## src/rtl/pellet_pool_ctrl_pkg.sv

```systemverilog
// Shared types and sizing for the player pellet pool.
package pellet_pkg;

  localparam int unsigned NUM_SLOTS = 16;
  localparam int unsigned IDX_W     = $clog2(NUM_SLOTS);
  localparam int unsigned SCREEN_W  = 640;
  localparam int unsigned SCREEN_H  = 480;

  typedef enum logic [1:0] {
    IDLE,
    SPAWN,
    UPDATE
  } pellet_state_t;

  typedef struct packed {
    logic        active;
    logic [10:0] x;
    logic [10:0] y;
  } pellet_t;

endpackage

```

## src/rtl/pellet_pool_ctrl_if.sv

```systemverilog
// Player-side and renderer-side signals of the pellet pool controller.
interface pellet_pool_ctrl_if;

  logic                                frame_tick;
  logic                                shoot;
  logic [10:0]                         shooter_x;
  logic [10:0]                         shooter_y;
  logic [pellet_pkg::IDX_W-1:0]        rd_index;
  logic                                rd_active;
  logic [10:0]                         rd_x;
  logic [10:0]                         rd_y;
  logic [pellet_pkg::NUM_SLOTS-1:0]    active_mask;
  logic [4:0]                          active_count;
  logic                                busy;
  logic                                spawn_ack;
  logic                                shoot_drop;
  logic                                retire;
  logic                                frame_overrun;

  modport master (
    output frame_tick, shoot, shooter_x, shooter_y, rd_index,
    input  rd_active, rd_x, rd_y, active_mask, active_count, busy,
           spawn_ack, shoot_drop, retire, frame_overrun
  );

  modport slave (
    input  frame_tick, shoot, shooter_x, shooter_y, rd_index,
    output rd_active, rd_x, rd_y, active_mask, active_count, busy,
           spawn_ack, shoot_drop, retire, frame_overrun
  );

endinterface

```

## src/rtl/pellet_pool_ctrl_free_finder.sv

```systemverilog
// Lowest-index free slot search over the pool's active mask.
module pellet_free_finder
  import pellet_pkg::*;
(
  input  logic [NUM_SLOTS-1:0] active_mask,
  output logic                 found,
  output logic [IDX_W-1:0]     free_idx
);

  // Scan high to low so the lowest free index is the last one written.
  always_comb begin
    found    = 1'b0;
    free_idx = '0;
    for (int unsigned i = NUM_SLOTS; i > 0; i--) begin
      if (!active_mask[i-1]) begin
        found    = 1'b1;
        free_idx = IDX_W'(i - 1);
      end
    end
  end

endmodule

```

## src/rtl/pellet_pool_ctrl.sv

```systemverilog
// Pellet pool controller: spawns pellets on shoot, advances/retires them once per frame.
module pellet_pool_ctrl
  import pellet_pkg::*;
#(
  parameter logic [10:0] SPEED           = 11'd4,
  parameter logic [3:0]  COOLDOWN_FRAMES = 4'd8
) (
  input  logic               Clk,
  input  logic               Reset,
  pellet_pool_ctrl_if.slave  bus
);

  pellet_t          r_slots [NUM_SLOTS];
  pellet_state_t    r_state;
  logic [IDX_W-1:0] r_idx;
  logic             r_shoot_pend;
  logic             r_frame_pend;
  logic [3:0]       r_cooldown;
  logic             r_spawn_ack;
  logic             r_shoot_drop;
  logic             r_retire;
  logic             r_frame_overrun;

  logic [NUM_SLOTS-1:0] w_active_mask;
  logic [4:0]           w_active_count;
  logic                 w_found;
  logic [IDX_W-1:0]     w_free_idx;
  pellet_t              w_cur;

  always_comb begin
    w_active_mask = '0;
    for (int unsigned i = 0; i < NUM_SLOTS; i++) w_active_mask[i] = r_slots[i].active;
  end

  always_comb begin
    w_active_count = '0;
    for (int unsigned i = 0; i < NUM_SLOTS; i++)
      w_active_count = w_active_count + 5'(w_active_mask[i]);
  end

  assign w_cur = r_slots[r_idx];

  pellet_free_finder u_free_finder (
    .active_mask (w_active_mask),
    .found       (w_found),
    .free_idx    (w_free_idx)
  );

  always_ff @(posedge Clk) begin
    if (Reset) begin
      for (int unsigned i = 0; i < NUM_SLOTS; i++) r_slots[i] <= '0;
      r_state         <= IDLE;
      r_idx           <= '0;
      r_shoot_pend    <= 1'b0;
      r_frame_pend    <= 1'b0;
      r_cooldown      <= '0;
      r_spawn_ack     <= 1'b0;
      r_shoot_drop    <= 1'b0;
      r_retire        <= 1'b0;
      r_frame_overrun <= 1'b0;
    end else begin
      r_spawn_ack     <= 1'b0;
      r_shoot_drop    <= 1'b0;
      r_retire        <= 1'b0;
      r_frame_overrun <= 1'b0;

      if (bus.shoot && (r_cooldown == '0) && !r_shoot_pend) r_shoot_pend <= 1'b1;

      // A tick meeting an already-pending frame is dropped, even when IDLE consumes it this cycle.
      if (bus.frame_tick) begin
        if (r_frame_pend) r_frame_overrun <= 1'b1;
        else              r_frame_pend    <= 1'b1;
        if (r_cooldown != '0) r_cooldown <= r_cooldown - 4'd1;
      end

      case (r_state)
        IDLE: begin
          if (r_shoot_pend) begin
            r_state <= SPAWN;
          end else if (r_frame_pend) begin
            r_state      <= UPDATE;
            r_frame_pend <= 1'b0;
            r_idx        <= '0;
          end
        end

        SPAWN: begin
          if (w_found) begin
            r_slots[w_free_idx] <= '{active: 1'b1, x: bus.shooter_x, y: bus.shooter_y};
            r_spawn_ack         <= 1'b1;
            r_cooldown          <= COOLDOWN_FRAMES;
          end else begin
            r_shoot_drop <= 1'b1;
          end
          r_shoot_pend <= 1'b0;
          r_state      <= IDLE;
        end

        UPDATE: begin
          if (w_cur.active) begin
            if (w_cur.y < SPEED) begin
              r_slots[r_idx].active <= 1'b0;
              r_retire              <= 1'b1;
            end else begin
              r_slots[r_idx].y <= w_cur.y - SPEED;
            end
          end
          r_idx <= r_idx + 1'b1;
          if (r_idx == IDX_W'(NUM_SLOTS - 1)) r_state <= IDLE;
        end

        default: r_state <= IDLE;
      endcase
    end
  end

  assign bus.rd_active     = r_slots[bus.rd_index].active;
  assign bus.rd_x          = r_slots[bus.rd_index].x;
  assign bus.rd_y          = r_slots[bus.rd_index].y;
  assign bus.active_mask   = w_active_mask;
  assign bus.active_count  = w_active_count;
  assign bus.busy          = (r_state == UPDATE);
  assign bus.spawn_ack     = r_spawn_ack;
  assign bus.shoot_drop    = r_shoot_drop;
  assign bus.retire        = r_retire;
  assign bus.frame_overrun = r_frame_overrun;

endmodule

```

## src/flat_wrapper.sv

```systemverilog
// flat-port wrapper written by rule: the top's interface ports become plain ports
module pellet_pool_ctrl_flat import pellet_pkg::*;
#(
  parameter logic [10:0] SPEED           = 11'd4,
  parameter logic [3:0]  COOLDOWN_FRAMES = 4'd8
)
  (Clk, Reset, bus_frame_tick, bus_shoot, bus_shooter_x, bus_shooter_y, bus_rd_index, bus_rd_active, bus_rd_x, bus_rd_y, bus_active_mask, bus_active_count, bus_busy, bus_spawn_ack, bus_shoot_drop, bus_retire, bus_frame_overrun);
  pellet_pool_ctrl_if bus_i ();
  input  logic Clk;
  input  logic Reset;
  input wire logic [$bits(bus_i.frame_tick)-1:0] bus_frame_tick;
  input wire logic [$bits(bus_i.shoot)-1:0] bus_shoot;
  input wire logic [$bits(bus_i.shooter_x)-1:0] bus_shooter_x;
  input wire logic [$bits(bus_i.shooter_y)-1:0] bus_shooter_y;
  input wire logic [$bits(bus_i.rd_index)-1:0] bus_rd_index;
  output wire logic [$bits(bus_i.rd_active)-1:0] bus_rd_active;
  output wire logic [$bits(bus_i.rd_x)-1:0] bus_rd_x;
  output wire logic [$bits(bus_i.rd_y)-1:0] bus_rd_y;
  output wire logic [$bits(bus_i.active_mask)-1:0] bus_active_mask;
  output wire logic [$bits(bus_i.active_count)-1:0] bus_active_count;
  output wire logic [$bits(bus_i.busy)-1:0] bus_busy;
  output wire logic [$bits(bus_i.spawn_ack)-1:0] bus_spawn_ack;
  output wire logic [$bits(bus_i.shoot_drop)-1:0] bus_shoot_drop;
  output wire logic [$bits(bus_i.retire)-1:0] bus_retire;
  output wire logic [$bits(bus_i.frame_overrun)-1:0] bus_frame_overrun;
  assign bus_i.frame_tick = bus_frame_tick;
  assign bus_i.shoot = bus_shoot;
  assign bus_i.shooter_x = bus_shooter_x;
  assign bus_i.shooter_y = bus_shooter_y;
  assign bus_i.rd_index = bus_rd_index;
  assign bus_rd_active = bus_i.rd_active;
  assign bus_rd_x = bus_i.rd_x;
  assign bus_rd_y = bus_i.rd_y;
  assign bus_active_mask = bus_i.active_mask;
  assign bus_active_count = bus_i.active_count;
  assign bus_busy = bus_i.busy;
  assign bus_spawn_ack = bus_i.spawn_ack;
  assign bus_shoot_drop = bus_i.shoot_drop;
  assign bus_retire = bus_i.retire;
  assign bus_frame_overrun = bus_i.frame_overrun;
  pellet_pool_ctrl #(.SPEED(SPEED), .COOLDOWN_FRAMES(COOLDOWN_FRAMES)) u_core (.Clk(Clk), .Reset(Reset), .bus(bus_i));
endmodule
```

## config.mk

```make
export PLATFORM = sky130hd
export DESIGN_NAME = pellet_pool_ctrl_flat
export DESIGN_NICKNAME = d
export VERILOG_FILES = /design/src/rtl/pellet_pool_ctrl_pkg.sv /design/src/rtl/pellet_pool_ctrl_if.sv /design/src/rtl/pellet_pool_ctrl_free_finder.sv /design/src/rtl/pellet_pool_ctrl.sv /design/src/flat_wrapper.sv
export SDC_FILE = /design/constraint.sdc
export NUM_CORES = 1
export LEC_CHECK = 0
export ABC_AREA = 1
export BUFFER_PORTS_ARGS = -buffer_cell sky130_fd_sc_hd__buf_2
export CORE_MARGIN = 2
export CORE_UTILIZATION = 63
export DETAILED_ROUTE_END_ITERATION = 10
export PLACE_DENSITY_LB_ADDON = 0.15
export SLEW_MARGIN = 10
export SYNTH_ARGS = -nofsm -noshare
export SYNTH_HDL_FRONTEND = slang
export SYNTH_SLANG_ARGS = --single-unit
```

## constraint.sdc

```tcl
create_clock -name Clk -period 5.65 [get_ports Clk]
set_input_delay 1.13 -clock Clk [delete_from_list [all_inputs] [get_ports Clk]]
set_output_delay 1.13 -clock Clk [all_outputs]
set_load 0.02 [all_outputs]
```

==> results.md, run 1 <==
* Initial antenna violation count at 0
* Syn Area/Cell at 9.19 µm²
* CTS H-tree lvls at 2
* Post-synth EDFFs at roughly 370
* Routing usage on met1 at 44.9%
* Initial Util at 64.5%
* Final Wtd Congestion at about 0.96
* Comb power frac at 17.3%
* Row count at 65
* Die Footprint at 33900 µm²
* Number of global-route vias before repair at ~16000
* Drt first pass iters at 6
* Commonest non-fill, non-tap cells in the layout: edfxtp_1 (368), nor2_1 (359), nand2_1 (255), inv_1 (217), o21ai_0 (200)
* Slew Limit Fails at 0
* NetSw at 2090 µW
* Int Pwr at 5140 µW
* Clk_lat worst skew at 550 ps
* GRT met3 Usage at 4.78%
* Commonest non-fill, non-tap cell in the layout: edfxtp_1
* Part of the power in the clock network at 36.5%
* Syn Std Cell Area at 20400 µm²
* FFs w/ async S/R, synth at 0%
* Worst Tran Pin Value at 1210 ps
* Crit start category: register
* Min cycle time layout at 5470 ps
* Pin count of the biggest net entering global routing at ~170
* Worst slack at placement at 527 ps
* Status: completed
* Seq pwr share at 46.2%
* Total GRT Usage at 34.7%
* Cells after synthesis at 2224
* CTS tree: built
* Register area share after synthesis at 56.0%
* Drt wl/cell at 22.0 µm
* CTS hold repair buffers at 0
* IO Count at between 70 and 80
* Area Growth Syn to Fin at 8.64%
* WP data required at between 4000 and 5000 ps
* Worst Skew at between 15 and 20 ps
* Final hold vios at 0
* Port bufs at 78
* DRC viols at 0
* Core footprint at 31700 µm²
* Leak pwr at just under 0.009 µW
* Yosys Warn Count at 0
* TNS Setup at 0 ps
* Total clock buffers created by CTS at 41
* First-pass GRT wire length at 89100 µm
* Global route hottest layer: met2
* Final worst slack at 177 ps
* Clk sink count at 388
* Detailed Route WL at 58200 µm
* CP Class: reg2out
* Post-DP HPWL at 36100 µm
* Hold Path Class: reg2reg
* Max transition margin at between 10% and 20%
* Worst-path clk slew at roughly 60 ps
* Worst EP arrival at about 4300 ps
* Top_reg_cell synth: edfxtp_1
* Synthesized Nets at 2272
* # setup viols final at 0
* Nets at around 2300
* Via density at 6.37
* Net Sw Frac at 28.9%
* Iter 0 DRT Violations at 2488
* RSZ-0062 raised after global routing: no
* Share of cells above drive strength 1 at about 10%
* Max rail drop VDD at 0.000276 V
* Gr ovfl total at 0
* Pwr per Cell Area at 326 nW/µm²
* Die width at 184 µm
* Chip height at 184 µm
* Library cells used by synthesis at 41
* Max_cap viols at 0
* Max Freq at 0.183 GHz
* Maximum buffer depth of the clock tree at 3
* Critical path endpoint category: output pin
* Antenna-violating nets left at 0
* Routed via count at roughly 17000
* Diode count at 0
* Final critical-path share of the clock period at 96.9%
* Root buf cell: clkbuf_16
* Worst Path Max Fanout at 2
* Number of synthesized register bits at ~390
* M2 GR Usage at 57.6%
## worst max-delay path, stage by stage (launching register included)
cell,delay [ps]
edfxtp_1,380
ha_1,300
inv_1,80
fa_1,430
fa_1,510
fa_1,430
fa_1,490
inv_1,50
fa_2,370
fa_2,420
nand2_1,80
a21boi_0,90
buf_2,170
## cells by family (layout without fill, tap and decap cells)
logic type | after synthesis | count (layout) | synth area share (%)
XOR/XNOR | 5 | 5 | 0.214
AND/OR/NAND/NOR | 837 | 837 | 17.1
adder cells (fa/ha/maj) | 18 | 18 | 1.47
flip-flops | 388 | 388 | 56.0
AO/OA/AOI/OAI | 512 | 512 | 14.4
buffers and inverters | 416 | 428 | 8.47
multiplexers | 48 | 48 | 2.35
## state kept, by name (all words and copies together), names as in the netlist, 2 cells and up, named ones only
name	count
u_core.r_cooldown	4
u_core.r_slots	368
u_core.r_state	2
u_core.r_idx	4
## final cells by class
type | count | area [µm²]
multi-input combinational | 1420 | 7290
timing repair buffer | 130 | 833
tap | 402 | 503
inverter | 222 | 833
sequential | 388 | 11500
fill | 2464 | 9500
clock inverter | 20 | 169
clock buffer | 56 | 1130
## Yosys cell counts, types with 2 or more instances
master | count | area share (%)
a21oi_1 | 168 | 4.1
a21oi_2 | 2 | 0.086
a21oi_4 | 2 | 0.16
a31oi_1 | 2 | 0.061
buf_1 | 12 | 0.22
buf_2 | 67 | 1.6
buf_4 | 21 | 0.77
clkbuf_1 | 93 | 1.7
clkinv_1 | 2 | 0.037
dfxtp_1 | 20 | 2.0
edfxtp_1 | 368 | 54
fa_1 | 10 | 0.98
ha_1 | 8 | 0.49
inv_1 | 217 | 4.0
inv_2 | 3 | 0.055
mux2i_1 | 48 | 2.3
nand2_1 | 256 | 4.7
nand2_2 | 2 | 0.061
nand3_1 | 137 | 3.4
nand3_2 | 4 | 0.20
nand4_1 | 16 | 0.49
nor2_1 | 359 | 6.6
nor2_2 | 3 | 0.092
nor2_4 | 2 | 0.11
nor3_1 | 49 | 1.2
nor4_1 | 3 | 0.092
o211ai_1 | 99 | 3.6
o21ai_0 | 200 | 4.9
o21ai_1 | 10 | 0.24
o221ai_1 | 21 | 0.90
o22ai_1 | 2 | 0.061
or2_2 | 6 | 0.18
xor2_1 | 4 | 0.17
## path summary, 6_finish.rpt
kind                            slack [ps]  cells past startpoint                    to             startpoint
worst max register to register        1190                      9  u_core.r_slots[9][7]               register
worst min-delay path                   460                      1     u_core.r_state[0]      u_core.r_state[1]
worst min register to register         460                      1     u_core.r_state[0]      u_core.r_state[1]
worst max-delay path                   180                     12   bus_active_count[4]  u_core.r_slots[0][22]
## stage by stage
| step | total power [µW] | hold WS [ps] | instances | area [µm²] | utilization, % |
|---|---|---|---|---|---|
| after global routing | 7470 | 498 | 2638 | 22200 | 70.0 |
| after floorplan | 4260 | 424 | 2224 | 20400 | - |
| after global placement | 4560 | 440 | 2561 | 20900 | 65.9 |
| after detailed placement | 4610 | 454 | 2561 | 20900 | 65.9 |
| final | 7230 | 456 | 2638 | 22200 | 70.0 |
| after CTS | 7190 | 461 | 2638 | 22200 | 70.0 |
## power groups by stage
stage | Combinational, µW | Clock [µW] | Sequential (µW)
after floorplan | 889 | 0 | 3370
after CTS | 1220 | 2640 | 3340
after global routing | 1370 | 2750 | 3350
after detailed placement | 1210 | 0 | 3400
after global placement | 1170 | 0 | 3390
final | 1250 | 2640 | 3340
## per-layer routing
layer  vias up  wire length (µm)
met1      7897             21500
met5         -                 0
met2      1080             27800
li1       7612                 -
met4         0              2920
met3       203              5890
## what timing repair did
item                       4_1_cts  5_1_grt
setup endpoints to repair        2        3
resized for setup                0        3
buffers inserted                 1        0
Power figures use the tool's default switching activity.
==> inputs of run 2 (changes only) <==
--- a/config.mk
+++ b/config.mk
@@ -5,10 +5,10 @@
 export SDC_FILE = /design/constraint.sdc
 export NUM_CORES = 1
 export LEC_CHECK = 0
-export ABC_AREA = 1
+export ABC_AREA = 0
 export BUFFER_PORTS_ARGS = -buffer_cell sky130_fd_sc_hd__buf_2
 export CORE_MARGIN = 2
-export CORE_UTILIZATION = 63
+export CORE_UTILIZATION = 62
 export DETAILED_ROUTE_END_ITERATION = 10
 export PLACE_DENSITY_LB_ADDON = 0.15
 export SLEW_MARGIN = 10
==> run 2 against run 1 <==
Critical endpoint unchanged. Highest routed layer is now met5. Non-clock buffer count increased by 8. Total power shrank 2.3%. Largest power group unchanged. Largest cell class unchanged. Via count decreased by 22%. Core utilization is 1.5 points lower.
==> results.md, run 2 <==
* Commonest non-fill, non-tap cell in the layout: edfxtp_1
* Total GRT Usage at 32.1% (-2.7 points)
* Nets at 1504 (-33%)
* Worst path max stage delay at 510 ps (about the same)
* Hold Path Class: reg2reg
* Yosys top cell by area: edfxtp_1
* Top_reg_cell synth: edfxtp_1
* Pin count of the biggest net entering global routing at 135 (-19%)
* Initial Util at 62.5% (-2.0 points)
* Reg2reg setup slack at 1070 ps (-120 ps)
* Max_cap viols at 0 (unchanged)
* CP dominant cell by count: fa_1
* Iter 0 DRT Violations at 1894 (-24%)
* Chip height at 184 µm (+0.11%)
* Post-synth EDFFs at 368 (unchanged)
* Area contributors post-synth: edfxtp_1 (55%), mux4_2 (18%), and3_1 (4.4%)
* RSZ-0062 raised after global routing: no
* Syn Std Cell Area at 20200 µm² (-1.4%)
* Clk_lat worst skew at 530 ps (-20 ps)
* Worst Setup SP: u_core.r_slots[0][22]
* FILL cells at 2223 (-9.8%)
* Top cell family by delay on the critical path: adder cells
* Max reg flops at 368 (unchanged)
* Clk sink count at 388 (unchanged)
* Worst-path cell chain: ha_1, inv_1, fa_1, fa_1, fa_1, fa_1, inv_1, fa_2, fa_2, a21oi_2, nor2b_1, buf_2
* Total clock buffers created by CTS at 41 (unchanged)
* DRC viols at 0 (unchanged)
* Crit path to: bus_active_count[4]
* Buffering stage count on the worst path with inverters included at 3 (unchanged)
* Cells after synthesis at 1416 (-36%)
* Row count at 66 (+1.5%)
* FFs w/ async S/R, synth at 0% (unchanged)
* Max rail drop VDD at 0.000368 V (+33%)
* Synthesized Nets at 1464 (-36%)
* Final instance area at 22100 µm² (-0.33%)
* Reg with most FFs: u_core.r_slots
* CP Depth at 12 (unchanged)
* Yosys Warn Count at 0 (unchanged)
* Top flop regs: u_core.r_slots: 368 flops, u_core.r_cooldown: 4 flops, u_core.r_idx: 4 flops
* Initial antenna violation count at 2 (+2)
* DP Area at 20900 µm² (about the same)
* Root buf cell: clkbuf_16
* Die width at 184 µm (+0.11%)
* WP data required at 4520 ps (about the same)
* Register area share after synthesis at 56.8% (+0.78 points)
* Worst EP arrival at 4380 ps (+40 ps)
* Slew Limit Fails at 0 (unchanged)
* # setup viols final at 0 (unchanged)
* Syn Area/Cell at 14.2 µm² (+55%)
* Worst path slowest cell: fa_1
* Area Growth Syn to Fin at 9.79%
* Final Wtd Congestion at 0.917 (-4.0%)
* TNS Setup at 0 ps (unchanged)
* Drt first pass iters at 5 (-1)
* Worst Path Max Fanout at 2 (unchanged)
* Die Footprint at 34000 µm² (+0.21%)
* Worst Tran Pin Value at 1200 ps (-7.65 ps)
* Final hold vios at 0 (unchanged)
* Pwr per Cell Area at 319 nW/µm² (-2.0%)
* Share of cells above drive strength 1 at 27.2% (+17 points)
* Drt wl/cell at 27.7 µm (+26%)
* Antenna-violating nets left at 0 (unchanged)
* Post-DP HPWL at 35100 µm (-2.7%)
* Routed via count at 13100 (-22%)
* CTS tree: built
* Max Freq at 0.182 GHz (-0.62%)
* IO Count at 79 (unchanged)
* R2R cell count at 8 (-1)
* Maximum buffer depth of the clock tree at 3 (unchanged)
* CTS H-tree lvls at 2 (unchanged)
* Leak pwr at 0.00837 µW (-5.5%)
* Status: completed
* Via density at 6.80 (+6.9%)
* Commonest cells post-synth: edfxtp_1 (368), nor2_1 (209), mux4_2 (162)
* Critical path endpoint category: output pin
* CP Class: reg2out
* Worst-path clk slew at 60 ps (about the same)
* Worst hold margin at 484 ps (+28.1 ps)
* Gr ovfl total at 0 (unchanged)
* Min cycle time layout at 5510 ps (+34.3 ps)
* Commonest non-fill, non-tap cells in the layout: edfxtp_1 (368), nor2_1 (209), mux4_2 (162), and3_1 (141), buf_2 (76)
* Top cell type's share of synthesized area at 54.8% (+0.75 points)
* Most frequent cell after synthesis: edfxtp_1
* Port bufs at 78 (unchanged)
* Worst Skew at 12.6 ps (-6.95 ps)
* Crit start category: register
* Library cells used by synthesis at 75 (+83%)
* RR Endpoint: u_core.r_slots[11][6]
* Max transition margin at 19.4% (+0.51 points)
* Detailed Route WL at 53500 µm (-8.1%)
* Final critical-path share of the clock period at 97.5% (+0.61 points)
* Number of synthesized register bits at 388 (unchanged)
* First-pass GRT wire length at 79000 µm (-11%)
* Core footprint at 32300 µm² (+1.8%)
* Number of global-route vias before repair at 12600 (-22%)
## run 2: area by class of cell
class	count	area (µm²)	area share, %
flip-flops and latches	388	11500	51.7
multi-input cells	855	7880	35.6
inverters	32	120	0.542
clock buffers	49	1110	5.01
well taps	442	553	2.50
repair buffers	138	887	4.01
diodes	1	2.50	0.0113
clock inverters	22	136	0.616
## run 2: worst min-delay path by stage
stage	start	end	slack, ps	cells past startpoint
after floorplan	u_core.r_cooldown[2]	u_core.r_cooldown[2]	450	2
final	u_core.r_cooldown[1]	u_core.r_cooldown[1]	480	2
after CTS	u_core.r_cooldown[2]	u_core.r_cooldown[2]	490	2
after global routing	u_core.r_cooldown[1]	u_core.r_cooldown[1]	520	2
after detailed placement	u_core.r_cooldown[1]	u_core.r_cooldown[1]	480	2
after global placement	u_core.r_cooldown[2]	u_core.r_cooldown[2]	470	2
## run 2: stage by stage
step / power [µW] / setup slack, ps / util (%) / cells
CTS: 7070 / 13.5 / 68.5 / 1926
finish: 7070 / 143 / 68.6 / 1927
detailed placement: 4560 / 563 / 64.7 / 1855
global route: 7280 / 17.5 / 68.6 / 1926
floorplan: 4230 / 617 / - / 1416
global placement: 4540 / 657 / 64.7 / 1855
## run 2: logic make-up (layout without fill, tap and decap cells)
kind of cell / Yosys count / count (layout) / share of synthesized area [%]
mux: 176 / 176 / 19.2
other cells: 0 / 1 / 0
fa+ha+maj: 18 / 18 / 1.49
compound gates: 116 / 116 / 4.55
buf+inv: 173 / 241 / 4.23
simple gates: 539 / 539 / 13.5
flops: 388 / 388 / 56.8
xor+xnor: 6 / 6 / 0.261
## run 2: worst reg2reg max path: cells and delay by family (launching register included)
kind | cells | cell delay (ps)
multiplexers | 1 | 660
buffers and inverters | 1 | 230
AND/OR/NAND/NOR | 4 | 1870
flip-flops | 1 | 740
AO/OA/AOI/OAI | 2 | 660
## run 2: timing repair
action                     4_1_cts  5_1_grt
hold buffers                     0        0
gates resized for setup          0        3
setup endpoints to repair        0        2
setup buffers                    0        0
## run 2: routing by layer
layer / GRT usage [%] / part of all wire, %
met4: 9.47 / 2.8
met1: 46.4 / 38
met3: 9.23 / 13
met2: 48.1 / 46
met5: 0 / 0.024
## run 2: power by group
part | switching (µW) | internal (µW)
clock network | 1100 | 1440
registers | 92.7 | 3270
logic | 694 | 467
total | 1890 | 5180
